==> src/rtl/mem_lsu.sv <==
// Memory-stage load/store unit: byte-serial loads and stores over the shared
// byte-wide RAM port, with mem-stage forwarding and a registered writeback port.
module mem_lsu #(
   parameter int         ADDR_W   = 32,
   parameter logic [6:0] LOAD_OP  = 7'b0000011,
   parameter logic [6:0] STORE_OP = 7'b0100011
) (
   input  logic              clk,
   input  logic              rst,
   input  logic              rdy,
   input  logic [6:0]        opcode_i,
   input  logic [2:0]        funct3_i,
   input  logic              we_i,
   input  logic [4:0]        waddr_i,
   input  logic [31:0]       alu_i,
   input  logic [31:0]       sdata_i,
   output logic [6:0]        mem_opcode_o,
   output logic              mem_we_o,
   output logic [4:0]        mem_waddr_o,
   output logic [31:0]       mem_wdata_o,
   output logic              ram_req_o,
   input  logic              ram_gnt_i,
   output logic [ADDR_W-1:0] ram_a_o,
   output logic              ram_wr_o,
   output logic [7:0]        ram_dout_o,
   input  logic [7:0]        ram_din_i,
   output logic              stallreq_o,
   output logic              wb_we_o,
   output logic [4:0]        wb_waddr_o,
   output logic [31:0]       wb_wdata_o
);

   localparam logic [1:0] S_IDLE = 2'd0;
   localparam logic [1:0] S_GNT  = 2'd1;
   localparam logic [1:0] S_XFER = 2'd2;
   localparam logic [1:0] S_DONE = 2'd3;

   logic [1:0]  state_q, state_d;
   logic [2:0]  cnt_q, cnt_d;
   logic [31:0] buf_q, buf_d;
   logic        wb_we_q;
   logic [4:0]  wb_waddr_q;
   logic [31:0] wb_wdata_q;

   logic        is_load, is_store;
   logic [2:0]  n_bytes;
   logic [1:0]  cap_sel;
   logic        issue, stall, req;
   logic [31:0] load_res;

   assign is_load  = (opcode_i == LOAD_OP);
   assign is_store = (opcode_i == STORE_OP);
   assign n_bytes  = (funct3_i[1:0] == 2'b00) ? 3'd1 :
                     (funct3_i[1:0] == 2'b01) ? 3'd2 : 3'd4;
   // Load data arrives one cycle after its address, so it belongs to byte cnt-1.
   assign cap_sel  = cnt_q[1:0] - 2'd1;

   always_comb begin
      state_d = state_q;
      cnt_d   = cnt_q;
      buf_d   = buf_q;
      issue   = 1'b0;
      stall   = 1'b0;
      req     = 1'b0;
      case (state_q)
         S_IDLE: begin
            if (is_load || is_store) begin
               stall   = 1'b1;
               req     = 1'b1;
               state_d = S_GNT;
            end
         end
         S_GNT: begin
            stall = 1'b1;
            req   = 1'b1;
            if (ram_gnt_i) begin
               issue   = 1'b1;
               cnt_d   = 3'd1;
               state_d = (is_store && n_bytes == 3'd1) ? S_DONE : S_XFER;
            end
         end
         S_XFER: begin
            stall = 1'b1;
            req   = 1'b1;
            if (cnt_q < n_bytes) begin
               issue = 1'b1;
               cnt_d = cnt_q + 3'd1;
            end
            if (!is_store) begin
               buf_d[{cap_sel, 3'b000} +: 8] = ram_din_i;
            end
            if (is_store ? (cnt_q == n_bytes - 3'd1) : (cnt_q == n_bytes)) begin
               state_d = S_DONE;
            end
         end
         default: begin
            state_d = S_IDLE;
            cnt_d   = 3'd0;
         end
      endcase
   end

   always_comb begin
      case (funct3_i)
         3'b000:  load_res = {{24{buf_q[7]}}, buf_q[7:0]};
         3'b001:  load_res = {{16{buf_q[15]}}, buf_q[15:0]};
         3'b100:  load_res = {24'd0, buf_q[7:0]};
         3'b101:  load_res = {16'd0, buf_q[15:0]};
         default: load_res = buf_q;
      endcase
   end

   always_ff @(posedge clk or negedge rst) begin
      if (!rst) begin
         state_q    <= S_IDLE;
         cnt_q      <= 3'd0;
         buf_q      <= 32'd0;
         wb_we_q    <= 1'b0;
         wb_waddr_q <= 5'd0;
         wb_wdata_q <= 32'd0;
      end else if (rdy) begin
         state_q <= state_d;
         cnt_q   <= cnt_d;
         buf_q   <= buf_d;
         if (state_q == S_DONE) begin
            wb_we_q    <= we_i;
            wb_waddr_q <= waddr_i;
            wb_wdata_q <= is_load ? load_res : alu_i;
         end else if (stall) begin
            wb_we_q <= 1'b0;
         end else begin
            wb_we_q    <= we_i;
            wb_waddr_q <= waddr_i;
            wb_wdata_q <= alu_i;
         end
      end
   end

   // Combinational handshakes are forced low while reset is held so an abort is immediate.
   assign stallreq_o = rst & stall;
   assign ram_req_o  = rst & req;
   assign ram_wr_o   = rst & issue & is_store;
   assign ram_a_o    = (rst && (state_q == S_GNT || state_q == S_XFER)) ?
                       alu_i[ADDR_W-1:0] + ADDR_W'(cnt_q) : '0;
   assign ram_dout_o = sdata_i[{cnt_q[1:0], 3'b000} +: 8];

   assign mem_opcode_o = opcode_i;
   assign mem_we_o     = we_i;
   assign mem_waddr_o  = waddr_i;
   assign mem_wdata_o  = alu_i;

   assign wb_we_o    = wb_we_q;
   assign wb_waddr_o = wb_waddr_q;
   assign wb_wdata_o = wb_wdata_q;

endmodule

==> config.mk <==
export PLATFORM = sky130hd
export DESIGN_NAME = mem_lsu
export DESIGN_NICKNAME = d
export VERILOG_FILES = /design/src/rtl/mem_lsu.sv
export SDC_FILE = /design/constraint.sdc
export NUM_CORES = 1
export LEC_CHECK = 0
export BUFFER_PORTS_ARGS = -buffer_cell sky130_fd_sc_hd__buf_2
export CORE_MARGIN = 4
export CORE_UTILIZATION = 49
export CTS_CLUSTER_SIZE = 20
export DETAILED_ROUTE_END_ITERATION = 16
export HOLD_SLACK_MARGIN = 0.12
export PLACE_DENSITY = 0.82
export SLEW_MARGIN = 20
export SYNTH_ARGS = -nofsm -noshare
export SYNTH_HDL_FRONTEND = slang
export SYNTH_SLANG_ARGS = --single-unit
==> constraint.sdc <==
create_clock -name clk -period 2.8 [get_ports clk]
set_input_delay 0 -clock clk [delete_from_list [all_inputs] [get_ports clk]]
set_output_delay 0 -clock clk [all_outputs]
set_load 0.01 [all_outputs]
==> metrics.cfg <==
[synthesis]
yosysWarnings=0
syn-cell-area_um2=5180
synth_seq_cells=75
synth_edf_count=0
netlist.area_leader.share=0.362
ys_seq_area_frac=0.362
synthTopCellsByCount=nand2_1 (111), dfrtp_1 (75), a21oi_1 (61), buf_4 (49), nor2_1 (41)
synth_most_common_cell=nand2_1
synth_nets=718
syn_avg_cell_area_um2=8.51
async_flop_share=1.00
synth_top_area_cell=dfrtp_1
synthFlopType=dfrtp_1
postSynthCellCount=609
ys_types=51
netlist_top_cells_area=dfrtp_1 (36%), nand2_1 (8.0%), buf_4 (7.1%), a21oi_1 (5.9%), ha_1 (3.9%)

[timing]
setup_tns_ps=0
fin_skew_ps=9.74
post-route-period-util=0.954
hold_ws_ps=201
setup_viol=0
relSlewSlack=0.518
tightestPinTransition_ps=720
maxSlewViolCount=0
max_freq_mhz=374
rsz0062_at_grt=false
period_needed_ps=2670
finalHoldViolCount=0

[route]
wire_per_inst_um=16.9
viasPerCell=5.56
vias=5319
final_antenna_net_count=0
drt_wl_total_um=16100
drc=0
drt_first_iter_violations=350
drt-pass1-iter-count=5

[layout]
syn_to_final_growth_pct=31.2
diodes=0
seqCellArea_um2=1880
finalNetCount=924
multi_input_area_um2=2790
fin_util=0.658
stdcell_area_um2=6800
drive_above_1_share=0.330
fillCellCount=845

[global_route]
grt_pass1_vias=5273
grt_first_pass_wirelength_um=26200
grt_max_degree=57
grt_antenna_before_repair=0
track_usage=0.261
grt.overflow.total=0

[cts]
cts.htree.levels=3
tritoncts=yes
numCtsBuffers=9
clock_latency_ps=360
clk_pin_slew_ps=80
cts_sinks=75
clockBufferDepth=2
cts_root_buf=clkbuf_8

[worst_setup_path]
cp-end-kind=primary output
start_kind=flop
cp.required_ps=2800
critical_path_arrival_ps=2670
crit_fanout=7
critical_path_class=flop to primary output

[power_and_ir_drop]
p_total_uw=5810
peakVddDrop_v=0.000604
total_leakage_power_uw=0.00323
p_per_area_nw_per_um2=854

[die]
floorplan.initialDensity=0.502
chipHeight_um=111
ios=218
die_area_um2=12300
die_w_um=111
rows=37
core-area_um2=10300

[placement]
hpwl_um=11500
place_congestion=0.825
io_buffers=217
dpl_cell_area_um2=6030

[status]
outcome=complete, no violations

[hold_path]
hold_path.class=input port to primary output

[flow_run]
cap_violations=0

[layout by cell type, fill, tap and decap left out, types with 3 or more instances in the layout]
cell type      Yosys  routed
xor2_1            15      15
o21ai_1           11      10
ha_1              16      15
nand4_1            9       9
and3_1            11      11
or2_2              3       3
nor2_1            41      41
o31ai_1           24      24
o21ai_0           34      34
dlygate4sd3_1      0      50
nand2_1          111     110
inv_1              9       9
mux4_2             8       8
nand3_1           14      14
mux2_1             5       5
bufinv_16          0       3
dfrtp_1           75      75
buf_2              8     216
xnor2_1           10      10
buf_4             49      11
nand2b_1          11      11
nor4b_2            4       4
and2_1             4       4
mux2i_1           10      10
a21oi_1           61      61
or3_1              3       3
nor3_1             4       4
a31o_1             3       3
clkbuf_8           0       9
[layout make-up]
class                           count  share of cell area
Sequential cell                    75               0.276
Timing Repair Buffer              278               0.248
Clock inverter                      7              0.0171
Tap cell                          136              0.0250
Inverter                            9             0.00497
Multi-Input combinational cell    442               0.411
Clock buffer                        9              0.0182
[state kept, by name, summed over array words and instances (netlist names)]
name	flops
buf_q	32
cnt_q	3
state_q	2
wb_waddr_o	5
wb_wdata_o	32
wb_we_o	1
[critical path, cell delays in order (launching register included)]
cell	delay, ps
dfrtp_1	480
ha_4	330
nand3_1	160
a2111oi_4	370
buf_4	190
nor3b_2	230
nand3_1	120
mux2i_1	220
buf_2	200
[final timing paths]
kind | start | to | slack, ps | cells after the start
min in group asynchronous | rst | buf_q[29] | 260 | 3
min | opcode_i[0] | mem_opcode_o[0] | 200 | 2
max reg2reg | cnt_q[0] | state_q[1] | 570 | 8
max | cnt_q[2] | ram_a_o[31] | 130 | 8
max in group asynchronous | rst | wb_wdata_o[19] | 1500 | 3
min reg2reg | wb_wdata_o[9] | wb_wdata_o[9] | 480 | 2
[kinds of logic after synthesis]
kind of cell | share of synthesized area
and+or+nand+nor | 0.213
AOI/OAI and AO/OA | 0.167
buffers and inverters | 0.104
DFF | 0.362
xor gates and xnor gates | 0.0423
muxes | 0.0693
adders and majority gates | 0.0425
[power breakdown]
part | leakage, µW | total, µW | switching (µW) | internal (µW)
clock network | 0.000119 | 1010 | 419 | 590
registers | 0.000972 | 1740 | 238 | 1500
logic | 0.00214 | 3060 | 1840 | 1220
total | 0.00323 | 5810 | 2500 | 3310
[layer usage]
layer,share of wire,GRT usage,vias up
li1,-,-,2486
met1,0.38,0.304,2477
met2,0.50,0.451,296
met3,0.076,0.0568,60
met4,0.043,0.131,0
met5,0,0,-
[metrics by stage]
step	instances	setup slack, ps
after floorplan	609	754
after global placement	888	580
after detailed placement	888	534
after CTS	954	128
after global routing	956	17.7
final	956	128
[repair_timing]
action / in CTS / in global routing
setup buffers: 0 / 2
endpoints found under the setup margin: 0 / 1
endpoints found under the hold margin: 145 / 0
resized for setup: 0 / 2
hold buffers: 50 / 0
Note: power is estimated with default switching activity, not from simulation.
